File: src/rtl/cpu_core_sequencer.sv
// Multi-cycle fetch/decode/execute sequencer driving external memory, register file and ALU.
// Latency: ALU or condition-failed instruction 3 cycles, LDR/STR 4 cycles with mem_ready tied high.
// Backpressure: FETCH and MEM hold outputs stable until mem_ready; CPU_SEQ_BRANCH_EN enables opcode 0xE branch.
module cpu_core_sequencer #(
    parameter int PC_W   = 8,
    parameter int ADDR_W = 16,
    parameter int DATA_W = 32
) (
    input  logic              Clk,
    input  logic              Reset,
    input  logic              start,
    output logic              busy,
    output logic              halted,
    output logic [PC_W-1:0]   pc,
    output logic              mem_en,
    output logic              mem_rw,
    output logic [ADDR_W-1:0] mem_addr,
    output logic [DATA_W-1:0] mem_wdata,
    input  logic [DATA_W-1:0] mem_rdata,
    input  logic              mem_ready,
    output logic [3:0]        rf_raddr1,
    output logic [3:0]        rf_raddr2,
    input  logic [DATA_W-1:0] rf_rdata1,
    input  logic [DATA_W-1:0] rf_rdata2,
    output logic              rf_we,
    output logic [3:0]        rf_waddr,
    output logic [DATA_W-1:0] rf_wdata,
    output logic [3:0]        alu_op,
    output logic              alu_s,
    output logic [4:0]        alu_shamt,
    output logic [15:0]       alu_imm,
    input  logic [DATA_W-1:0] alu_result,
    input  logic [3:0]        alu_flags,
    output logic [3:0]        flags
);

    typedef enum logic [2:0] {
        S_IDLE,
        S_FETCH,
        S_DECODE,
        S_EXEC,
        S_MEM,
        S_HALTED
    } state_t;

    localparam logic [3:0] OP_LDR  = 4'hC;
    localparam logic [3:0] OP_STR  = 4'hD;
    localparam logic [3:0] OP_BR   = 4'hE;
    localparam logic [3:0] OP_HALT = 4'hF;

    state_t              state_q, state_d;
    logic [PC_W-1:0]     pc_q, pc_d;
    logic [DATA_W-1:0]   ir_q, ir_d;
    logic [3:0]          flags_q, flags_d;
    logic [ADDR_W-1:0]   maddr_q, maddr_d;
    logic [DATA_W-1:0]   mwdata_q, mwdata_d;
    logic                mread_q, mread_d;

    logic [3:0]  cond;
    logic [3:0]  opcode;
    logic        s_bit;
    logic [3:0]  rd;
    logic [15:0] imm16;
    logic        unused_bits;

    assign cond   = ir_q[31:28];
    assign opcode = ir_q[27:24];
    assign s_bit  = ir_q[23];
    assign rd     = ir_q[22:19];
    assign imm16  = ir_q[18:3];

    assign rf_raddr1 = ir_q[14:11];
    assign rf_raddr2 = ir_q[18:15];
    assign rf_waddr  = rd;
    assign alu_op    = opcode;
    assign alu_s     = s_bit;
    assign alu_shamt = ir_q[10:6];
    assign alu_imm   = imm16;

    assign pc     = pc_q;
    assign flags  = flags_q;
    assign busy   = (state_q != S_IDLE) && (state_q != S_HALTED);
    assign halted = (state_q == S_HALTED);

    assign unused_bits = ^{rf_rdata1[DATA_W-1:ADDR_W], ir_q[2:0]};

    // ARM condition table over {N,Z,C,V}
    function automatic logic cond_pass(input logic [3:0] c, input logic [3:0] f);
        logic n, z, cf, v;
        {n, z, cf, v} = f;
        case (c)
            4'h0:    cond_pass = z;
            4'h1:    cond_pass = !z;
            4'h2:    cond_pass = cf;
            4'h3:    cond_pass = !cf;
            4'h4:    cond_pass = n;
            4'h5:    cond_pass = !n;
            4'h6:    cond_pass = v;
            4'h7:    cond_pass = !v;
            4'h8:    cond_pass = cf && !z;
            4'h9:    cond_pass = !cf || z;
            4'hA:    cond_pass = (n == v);
            4'hB:    cond_pass = (n != v);
            4'hC:    cond_pass = !z && (n == v);
            4'hD:    cond_pass = z || (n != v);
            4'hE:    cond_pass = 1'b1;
            default: cond_pass = 1'b0;
        endcase
    endfunction

    always_ff @(posedge Clk or negedge Reset) begin
        if (!Reset) begin
            state_q  <= S_IDLE;
            pc_q     <= '0;
            ir_q     <= '0;
            flags_q  <= '0;
            maddr_q  <= '0;
            mwdata_q <= '0;
            mread_q  <= 1'b0;
        end else begin
            state_q  <= state_d;
            pc_q     <= pc_d;
            ir_q     <= ir_d;
            flags_q  <= flags_d;
            maddr_q  <= maddr_d;
            mwdata_q <= mwdata_d;
            mread_q  <= mread_d;
        end
    end

    always_comb begin
        state_d   = state_q;
        pc_d      = pc_q;
        ir_d      = ir_q;
        flags_d   = flags_q;
        maddr_d   = maddr_q;
        mwdata_d  = mwdata_q;
        mread_d   = mread_q;
        mem_en    = 1'b0;
        mem_rw    = 1'b0;
        mem_addr  = '0;
        mem_wdata = '0;
        rf_we     = 1'b0;
        rf_wdata  = '0;

        case (state_q)
            S_IDLE: begin
                if (start) state_d = S_FETCH;
            end
            S_FETCH: begin
                mem_en   = 1'b1;
                mem_rw   = 1'b1;
                mem_addr = ADDR_W'(pc_q);
                if (mem_ready) begin
                    ir_d    = mem_rdata;
                    pc_d    = pc_q + 1'b1;
                    state_d = S_DECODE;
                end
            end
            S_DECODE: state_d = S_EXEC;
            S_EXEC: begin
                state_d = S_FETCH;
                // HALT is unconditional so the canonical 0x0F000000 word stops the core
                if (opcode == OP_HALT) begin
                    state_d = S_HALTED;
                end else if (cond_pass(cond, flags_q)) begin
                    case (opcode)
                        OP_LDR: begin
                            maddr_d = rf_rdata1[ADDR_W-1:0];
                            mread_d = 1'b1;
                            state_d = S_MEM;
                        end
                        OP_STR: begin
                            maddr_d  = rf_rdata1[ADDR_W-1:0];
                            mwdata_d = rf_rdata2;
                            mread_d  = 1'b0;
                            state_d  = S_MEM;
                        end
`ifdef CPU_SEQ_BRANCH_EN
                        OP_BR: pc_d = PC_W'(imm16);
`endif
                        default: begin
                            rf_we    = 1'b1;
                            rf_wdata = alu_result;
                            if (s_bit) flags_d = alu_flags;
                        end
                    endcase
                end
            end
            S_MEM: begin
                // address/data come from registers latched in EXEC so they cannot move while stalled
                mem_en    = 1'b1;
                mem_rw    = mread_q;
                mem_addr  = maddr_q;
                mem_wdata = mread_q ? '0 : mwdata_q;
                if (mem_ready) begin
                    if (mread_q) begin
                        rf_we    = 1'b1;
                        rf_wdata = mem_rdata;
                    end
                    state_d = S_FETCH;
                end
            end
            S_HALTED: state_d = S_HALTED;
            default:  state_d = S_IDLE;
        endcase
    end

endmodule

File: config.mk
export PLATFORM = sky130hd
export DESIGN_NAME = cpu_core_sequencer
export DESIGN_NICKNAME = d
export VERILOG_FILES = /design/src/rtl/cpu_core_sequencer.sv
export SDC_FILE = /design/constraint.sdc
export NUM_CORES = 1
export LEC_CHECK = 0
export ABC_AREA = 1
export BUFFER_PORTS_ARGS = -buffer_cell sky130_fd_sc_hd__buf_2
export CAP_MARGIN = 15
export CORE_MARGIN = 3
export CORE_UTILIZATION = 43
export CTS_BUF_LIST = sky130_fd_sc_hd__clkbuf_4 sky130_fd_sc_hd__clkbuf_8
export CTS_CLUSTER_SIZE = 30
export DETAILED_ROUTE_END_ITERATION = 8
export PLACE_DENSITY_LB_ADDON = 0.25
export SLEW_MARGIN = 20
export SYNTH_ARGS = -nofsm -noshare
export SYNTH_HDL_FRONTEND = slang
export SYNTH_SLANG_ARGS = --single-unit
export TNS_END_PERCENT = 20
File: constraint.sdc
create_clock -name Clk -period 1.6 [get_ports Clk]
set_clock_uncertainty 0.15 [all_clocks]
set_input_delay 0.16 -clock Clk [delete_from_list [all_inputs] [get_ports Clk]]
set_output_delay 0.16 -clock Clk [all_outputs]
set_load 0.03 [all_outputs]
==> results of run 1 <==
-- state kept, by name, summed over array words and instances, names as in the netlist --
signal,flops
pc,8
mwdata_q,32
flags,4
maddr_q,16
ir_q,29
mread_q,1
state_q,3
-- placed cells by master, fill, tap and decap left out, types with 6 or more instances in the layout --
cell type      instances
buf_12                14
nand4_1               53
buf_4                 76
clkbuf_8              10
nand3_1               27
nand3_4                6
nand3_2               21
inv_1                 48
o21ai_4               29
buf_6                 61
buf_2                170
dfrtp_1               86
nor2_1                29
o21ai_1                6
inv_2                 11
nor2_2                27
dlygate4sd3_1         81
dfrtp_2                7
xor2_1                 7
o21ai_0               26
nand2_2                9
nand2_1              202
-- cell usage after synthesis (3+ instances only) --
master and instances:
clkbuf_1 19, o21ai_1 18, buf_4 42, inv_1 56
inv_2 4, a22o_1 5, nand3_1 48, nand2_1 211
nand4_1 53, xor2_1 7, nor2_2 4, o21ai_0 44
buf_6 3, nor2_1 53, buf_2 17, dfrtp_1 93
-- worst max path at each step --
stage                              endpoint  slack [ps]  cells past startpoint
global route                    rf_wdata[9]        -770                      9
global placement    maddr_q[11]$_DFFE_PN0P_        -350                     12
floorplan                       rf_wdata[0]        -250                     12
finish                          rf_wdata[7]        -680                     11
CTS                             rf_wdata[8]        -660                      9
detailed placement   maddr_q[5]$_DFFE_PN0P_        -420                     12
-- power by group --
part / total (mW) / switching [mW] / internal, mW
combinational: 11.8 / 7.00 / 4.82
sequential: 4.04 / 0.747 / 3.30
clock: 1.64 / 0.880 / 0.763
-- worst max-delay path, delay by kind of cell, from the launching register on --
kind / cells / cell delay [ps]
buf+inv: 4 / 550
simple gates: 6 / 510
flops: 1 / 460
compound gates: 1 / 70
-- cells by family (layout without fill, tap and decap cells) --
logic type | count (synthesis) | count (layout) | share of synthesized area, %
compound gates | 71 | 71 | 7.14
xor+xnor | 7 | 7 | 1.16
fa+ha+maj | 1 | 1 | 0.237
buf+inv | 144 | 483 | 14.0
flops | 93 | 93 | 44.0
mux | 1 | 1 | 0.213
other cells | 0 | 2 | 0
simple gates | 384 | 386 | 33.2
-- routing by layer --
| layer | track usage, % | part of all wire (%) | up-vias |
|---|---|---|---|
| met2 | 45.2 | 51 | 332 |
| met3 | 5.55 | 7.7 | 52 |
| met1 | 32.7 | 39 | 2883 |
| met4 | 9.10 | 2.6 | 0 |
| li1 | - | - | 2910 |
| met5 | 0 | 0 | - |
-- cell type report --
type | count | area, um2 | share of cell area, %
antenna | 2 | 5.00 | 0.0553
multi-input combinational | 466 | 2820 | 31.2
sequential | 93 | 2340 | 25.8
clock inverter | 5 | 60.1 | 0.663
timing repair buffer | 407 | 3280 | 36.2
inverter | 61 | 234 | 2.58
clock buffer | 10 | 138 | 1.52
tap | 143 | 179 | 1.98
-- repair_timing --
action / 4_1_cts / 5_1_grt
buffers inserted: 1 / 19
endpoints found under the hold margin: 173 / 0
gates resized for setup: 128 / 110
setup endpoints to repair: 168 / 176
hold buffers: 81 / 0
pin swaps: 1 / 15
cloned: 0 / 5
==> qor.txt, run 1 <==
Initial DRC Count: 554
CTS Sinks: 93
Root Buffer: clkbuf_8
Maximum clock path buffer count: 2
Die H: 117 um
Minimum clock period: 2280 ps
PwrDens: 1930 mW/mm2
Leak pwr: 4.73 nW
Slowest-stage cell, CP: dfrtp_2
Die Area: 0.0137 mm2
Min setup slack post-route: -682 ps
CTS H-Tree Depth: 3
Placer Congestion: 0.894
Arr. time, crit path: 1970 ps
Drt pass-1 iters: 5
Failing checks: setup timing
Cell Chain, Critical Path: buf_6 -> nand3b_1 -> nand3_1 -> nand2_1 -> nand2_1 -> inv_2 -> nand3_4 -> buf_12 -> nand3_1 -> o21ai_4 -> buf_4
Reg2Reg Capture Point: mread_q$_DFFE_PN0P_
Average size of a mapped cell: 7.54 um2
Synth area leader: dfrtp_1
GRT Util Overall: 26.3%
Num CTS Buffers: 9
Yosys warnings: 0
Crit path kind: register to output pin
Number of fill cells: 786
Synthesized cell area: 0.00529 mm2
First-pass GRT wire length: 28.2 mm
Dpl hpwl: 11.7 mm
Worst slew pin tran: 526 ps
Post-Layout Cell Count: 1187
Max cap viols: 0
Row cnt: 39
Area Growth Syn to Fin: 71.2%
DRC violations left: 0
Number of global-route vias before repair: 5798
CORE AREA: 0.0117 mm2
Post-place instance area: 0.00710 mm2
PortBufs: 254
Post-synth cell types: 33
Worst-path fanout max: 19
Clk slew on worst S/H paths: 90 ps
Sequential share of the synthesized area: 44.0%
CP Launch Type: register
Routed Antenna Nets: 0
Post-synth top area share: 44.0%
Hold WS: 17.5 ps
Clock Latency Late Sink: 380 ps
TritonCTS clock tree: yes
Hold Crit Start: mem_rdata[29]
Register-to-Register Setup Slack: -510 ps
Register bit total from synthesis: 93
Worst-case hold path end point: ir_q[29]$_DFFE_PN0P_
Initial antenna violation count: 0
Max VDD drop: 1280 uV
Placed instance count: 1066
Initial cell density of the core: 45.2%
WHS Path Cells: 3
Detailed-route via count: 6177
Number of synthesized flops with an enable pin: 0
Fin nets: 1175
Layout cell share with drive strength beyond 1: 44.6%
FFs w/ async S/R, synth: 100%
Largest net degree at the start of global routing: 94
Ranking of synthesized cells by area: dfrtp_1, nand2_1, nand4_1
Grt ovf: 0
Total power: 17.5 mW
Place WS: -415 ps
Setup TNS: -65190 ps
Syn_nets: 838
Outcome: finished, violations left
Max-slew violation count: 0
Routed len/inst: 16.8 um
Worst Hold Class: input port to register
Post-Syn Instances: 701
Worst slew margin: 64.9%
Crit path from: ir_q[28]$_DFFE_PN0P_
CP required: 1290 ps
Io pins: 271
Fmax: 438 MHz
Vias/cell: 5.20
R2R cell count: 14
Largest stage delay on the critical path: 460 ps
Nature of the critical path endpoint: output pin
Reg2reg start: ir_q[28]$_DFFE_PN0P_
RSZ-0062 raised after global routing: true
Ys flop type: dfrtp_1
Design Area, Final: 0.00905 mm2
Setup Viol. Count Final: 178
Final hold violation count: 0
Die X: 117 um
Post-layout utilization of the core: 77.3%
DRT Wirelength: 20.0 mm
Final worst path period share: 143%
Note: power is estimated with default switching activity, not from simulation.
==> inputs of run 2 (changes only) <==
--- a/config.mk
+++ b/config.mk
@@ -7,10 +7,9 @@
 export LEC_CHECK = 0
 export ABC_AREA = 1
 export BUFFER_PORTS_ARGS = -buffer_cell sky130_fd_sc_hd__buf_2
-export CAP_MARGIN = 15
 export CORE_MARGIN = 3
-export CORE_UTILIZATION = 43
-export CTS_BUF_LIST = sky130_fd_sc_hd__clkbuf_4 sky130_fd_sc_hd__clkbuf_8
+export CORE_UTILIZATION = 42
+export CTS_BUF_LIST = sky130_fd_sc_hd__clkbuf_4 sky130_fd_sc_hd__clkbuf_8 sky130_fd_sc_hd__clkbuf_16
 export CTS_CLUSTER_SIZE = 30
 export DETAILED_ROUTE_END_ITERATION = 8
 export PLACE_DENSITY_LB_ADDON = 0.25
==> constraint.sdc (replaced) <==
create_clock -name Clk -period 1.6 [get_ports Clk]
set_clock_uncertainty 0.15 [all_clocks]
set_input_delay 0.16 -clock Clk [delete_from_list [all_inputs] [get_ports Clk]]
set_output_delay 0.16 -clock Clk [all_outputs]
set_load 0.01 [all_outputs]
==> run 2 against run 1 <==
The run still ends with setup timing left. Sequential share of layout area is 2.4 points higher. Clock-buffer cell count rose by 2. Design area decreased by 8.9%. Routed wire length decreased by 10%. Sequential power is 1% lower. Fmax rose by 5.2%. Critical endpoint is now rf_wdata[22].
==> qor.txt, run 2 (synthesis results as in run 1) <==
Outcome: finished, violations left
Failing checks: setup timing
RSZ-0062 raised after global routing: true
Max cap viols: 0
Final hold violation count: 0
Clock Latency Late Sink: 330 ps
Setup TNS: -49530 ps
Min setup slack post-route: -569 ps
Cell Chain, Critical Path: inv_1 -> nand3_1 -> nand3_1 -> nand2_1 -> nand2_1 -> inv_2 -> nand3_4 -> buf_12 -> nand3_1 -> o21ai_2 -> buf_2
Top reg by flops: mwdata_q
Worst slew pin tran: 306 ps
PwrDens: 1680 mW/mm2
Placed instance count: 1092
Routed Antenna Nets: 0
Die Area: 0.0140 mm2
Post-layout utilization of the core: 67.8%
# diodes: 0
CORE AREA: 0.0122 mm2
Post-Layout Cell Count: 1193
Arr. time, crit path: 1860 ps
CP required: 1290 ps
Biggest regs: mwdata_q: 32 flops, ir_q: 29 flops, maddr_q: 16 flops
Num CTS Buffers: 9
Most frequent cell on the critical path: nand3_1
Max-slew violation count: 0
Top Family by Delay on Critical Path: simple AND/OR/NAND/NOR gates
DRT Wirelength: 17.9 mm
Setup Viol. Count Final: 175
Crit path kind: register to output pin
CTS H-Tree Depth: 3
TritonCTS clock tree: yes
Initial cell density of the core: 43.5%
DRC violations left: 0
Number of global-route vias before repair: 5636
Buf/Inv on CP: 4
Worst-path fanout max: 21
Leak pwr: 4.62 nW
Routed len/inst: 15.0 um
Drt pass-1 iters: 4
Clk slew on worst S/H paths: 60 ps
First-pass GRT wire length: 27.5 mm
Dpl hpwl: 12.1 mm
Worst Hold Class: input port to register
Die X: 118 um
GRT Util Overall: 24.0%
Area Growth Syn to Fin: 55.9%
Maximum clock path buffer count: 2
Grt ovf: 0
Final worst path period share: 136%
Minimum clock period: 2170 ps
Slowest-stage cell, CP: dfrtp_2
Die H: 118 um
Largest net degree at the start of global routing: 56
Initial DRC Count: 398
Register-to-Register Setup Slack: -370 ps
Fin nets: 1159
Max VDD drop: 1170 uV
Layout cell share with drive strength beyond 1: 39.7%
Fmax: 461 MHz
Root Buffer: clkbuf_16
Largest register FFs: 32
Initial antenna violation count: 0
Nature of the critical path endpoint: output pin
Vias/cell: 4.90
Most frequent cells in the layout: buf_2, nand2_1, dfrtp_1
CP Launch Type: register
Io pins: 271
Detailed-route via count: 5849
Placer Congestion: 0.844
CTS Sinks: 93
Most common cell after layout, fill and taps aside: buf_2
Row cnt: 40
Worst slew margin: 79.6%
Largest stage delay on the critical path: 460 ps
PortBufs: 254
[run 2: cell count changes in the layout (fill, tap and decap cells not counted), moves of 22 or more]
cell / delta
buf_2: +75
buf_6: -47
buf_4: -31
o21ai_2: +25
o21ai_4: -25
nor2_1: +22
nor2_2: -22
[run 2: cell type report]
class / count / area, um2
clock buffer: 12 / 248
clock inverter: 2 / 12.5
fill: 1041 / 3910
inverter: 61 / 231
multi-input combinational: 464 / 2470
sequential: 93 / 2330
tap: 168 / 210
timing repair buffer: 393 / 2750
[run 2: repair_timing]
action / in CTS / in global routing
hold buffers: 77 / 0
pin swaps: 3 / 3
endpoints found under the setup margin: 174 / 178
gates cloned: 1 / 4
setup buffers: 4 / 2
endpoints found under the hold margin: 169 / 0
resized for setup: 22 / 28
[run 2: power by group]
part | leakage (nW) | internal (mW) | total [mW] | switching [mW]
logic | 3.47 | 3.33 | 7.93 | 4.60
registers | 1.02 | 3.29 | 3.99 | 0.703
clock network | 0.129 | 1.09 | 1.93 | 0.843
[run 2: worst paths after layout]
kind	start	end	cells past startpoint
worst max-delay path	ir_q[28]$_DFFE_PN0P_	rf_wdata[22]	11
worst min-delay path	mem_rdata[26]	ir_q[26]$_DFFE_PN0P_	3
worst max register to register	ir_q[28]$_DFFE_PN0P_	mwdata_q[19]$_DFFE_PN0P_	12
worst min register to register	mwdata_q[26]$_DFFE_PN0P_	mwdata_q[26]$_DFFE_PN0P_	2
max in group asynchronous	Reset	ir_q[28]$_DFFE_PN0P_	3
min in group asynchronous	Reset	maddr_q[7]$_DFFE_PN0P_	2
[run 2: metal layers]
metal	vias to the layer above	track usage, %	wire, um
li1	2882	-	-
met1	2689	29.4	7130
met2	245	40.9	9000
met3	33	5.02	1260
met4	0	10.3	513
met5	-	0	0
[run 2: tightest hold or removal path, stage by stage]
cell	delay (ps)
buf_2	100
inv_1	90
o21ai_1	80
[run 2: through the flow]
stage	power (mW)	hold slack [ps]	worst slack (ps)	area, um2
3_5_place_dp	11.1	-76.6	-276	6910
3_3_place_gp	11.0	-71.6	-242	6910
2_1_floorplan	8.85	-286	-135	5470
5_1_grt	14.9	13.0	-702	8250
6_report	13.9	1.03	-569	8250
4_1_cts	13.8	5.84	-570	8080
==> inputs of run 3 (changes only) <==
--- a/config.mk
+++ b/config.mk
@@ -12,7 +12,8 @@
 export CTS_BUF_LIST = sky130_fd_sc_hd__clkbuf_4 sky130_fd_sc_hd__clkbuf_8 sky130_fd_sc_hd__clkbuf_16
 export CTS_CLUSTER_SIZE = 30
 export DETAILED_ROUTE_END_ITERATION = 8
-export PLACE_DENSITY_LB_ADDON = 0.25
+export PLACE_DENSITY = 0.83
+export SKIP_CTS_REPAIR_TIMING = 1
 export SLEW_MARGIN = 20
 export SYNTH_ARGS = -nofsm -noshare
 export SYNTH_HDL_FRONTEND = slang
==> run 3 against run 2 <==
The flow finishes with violations (hold timing, setup timing). Sequential power increased by 1%. Critical path depth decreased by 2. Sequential cell count stayed put. First-iteration DRC count grew 20%. Sequential share of layout area up 0.87 points. Core utilization decreased by 2.0 points. Routed wire length up 5.3%. Global-route usage decreased by 0.75 points. Clock-buffer cell count is 3 lower. Clock power up 8%. Worst setup slack got worse by 75 ps.
==> qor.txt, run 3 (synthesis results as in run 1) <==
DRT Wirelength: 18.9 mm
Failing checks: hold timing, setup timing
Layout cell share with drive strength beyond 1: 39.7%
Worst Hold Class: input port to register
Nature of the critical path endpoint: output pin
Maximum clock path buffer count: 2
Crit path kind: register to output pin
Design Area, Final: 0.00801 mm2
Worst slew margin: 71.1%
Drt pass-1 iters: 7
RSZ-0062 raised after global routing: true
Grt ovf: 0
Placer Congestion: 0.828
CTS H-Tree Depth: 3
Initial cell density of the core: 43.5%
Root Buffer: clkbuf_16
Outcome: finished, violations left
Biggest regs: mwdata_q: 32 flops, ir_q: 29 flops, maddr_q: 16 flops
Initial antenna violation count: 2
Num CTS Buffers: 9
Most frequent cells in the layout: buf_2, nand2_1, dfrtp_1
Leak pwr: 4.52 nW
Final hold violation count: 5
Max-slew violation count: 0
PortBufs: 254
Clock Latency Late Sink: 340 ps
Minimum clock period: 2240 ps
Cell Chain, Critical Path: nor2_1 -> nand2_1 -> a21oi_1 -> nor2_2 -> nand3_4 -> clkbuf_16 -> nand3_1 -> o21ai_2 -> buf_2
Fin nets: 1141
Routed len/inst: 16.0 um
Post-Layout Cell Count: 1175
Final worst path period share: 140%
Worst-path fanout max: 18
Min setup slack post-route: -644 ps
Slowest-stage cell, CP: dfrtp_2
Number of global-route vias before repair: 5290
Area Growth Syn to Fin: 51.4%
Worst slew pin tran: 430 ps
Die X: 118 um
Place WS: -320 ps
Vias/cell: 5.16
Post-place instance area: 0.00691 mm2
Initial DRC Count: 479
PwrDens: 1750 mW/mm2
Max cap viols: 0
Dpl hpwl: 12.2 mm
TritonCTS clock tree: yes
Top reg by flops: mwdata_q
Io pins: 271
First-pass GRT wire length: 26.3 mm
CTS Sinks: 93
Routed Antenna Nets: 0
CP Launch Type: register
Arr. time, crit path: 1930 ps
Die H: 118 um
# diodes: 0
Placed instance count: 1088
Hold WS: -26.8 ps
GRT Util Overall: 23.2%
DRC violations left: 0
Max VDD drop: 1170 uV
Fmax: 446 MHz
Setup TNS: -53470 ps
Die Area: 0.0140 mm2
CP required: 1290 ps
Setup Viol. Count Final: 178
Detailed-route via count: 6061
Largest stage delay on the critical path: 460 ps
Most common cell after layout, fill and taps aside: buf_2
Row cnt: 40
CORE AREA: 0.0122 mm2
Largest net degree at the start of global routing: 54
Largest register FFs: 32
Clk slew on worst S/H paths: 60 ps
-- run 3: critical path: cells and delay by family (launching register included) --
| family | cells | cell delay, ps |
|---|---|---|
| AND/OR/NAND/NOR | 5 | 500 |
| AO/OA/AOI/OAI | 2 | 290 |
| buffers and inverters | 2 | 350 |
| flip-flops | 1 | 460 |
-- run 3: layer usage --
layer / up-vias / global-route usage (%) / wire length (um)
met5: - / 0 / 16
li1: 2847 / - / -
met1: 2805 / 28.7 / 7090
met2: 347 / 38.6 / 9470
met4: 4 / 9.23 / 732
met3: 58 / 6.27 / 1550
-- run 3: per-stage QoR --
step / utilization, % / hold WS (ps) / power, mW
after CTS: 59.2 / -535 / 13.3
after floorplan: - / -286 / 8.85
final: 65.8 / -26.8 / 14.0
after global routing: 65.8 / 2.18 / 14.9
after detailed placement: 56.8 / -157 / 11.2
after global placement: 56.8 / -157 / 11.0
-- run 3: cell type report --
| cell class | instances | area, um2 |
|---|---|---|
| flip-flops and latches | 93 | 2330 |
| clock buffers | 9 | 225 |
| multi-input cells | 464 | 2440 |
| inverters | 61 | 234 |
| well taps | 168 | 210 |
| fillers | 984 | 4160 |
| repair buffers | 375 | 2500 |
| clock inverters | 5 | 62.6 |
-- run 3: path summary, 6_finish.rpt --
path                                         startpoint                      end  slack (ps)  cells past startpoint
min in group asynchronous                         Reset      ir_q[9]$_DFFE_PN0P_          60                      2
worst max register to register   state_q[2]$_DFFE_PN0P_     ir_q[16]$_DFFE_PN0P_        -400                      9
worst min-delay path                      mem_rdata[20]     ir_q[20]$_DFFE_PN0P_         -30                      3
max in group asynchronous                         Reset     ir_q[31]$_DFFE_PN0P_         780                      3
worst max-delay path               ir_q[31]$_DFFE_PN0P_             rf_wdata[16]        -640                      9
worst min register to register  mwdata_q[1]$_DFFE_PN0P_  mwdata_q[1]$_DFFE_PN0P_         320                      2
-- run 3: power breakdown --
part	leakage, nW	internal, mW	total [mW]	switching (mW)
clock	0.134	1.20	2.09	0.894
combinational	3.37	3.21	7.86	4.65
sequential	1.02	3.29	4.03	0.735
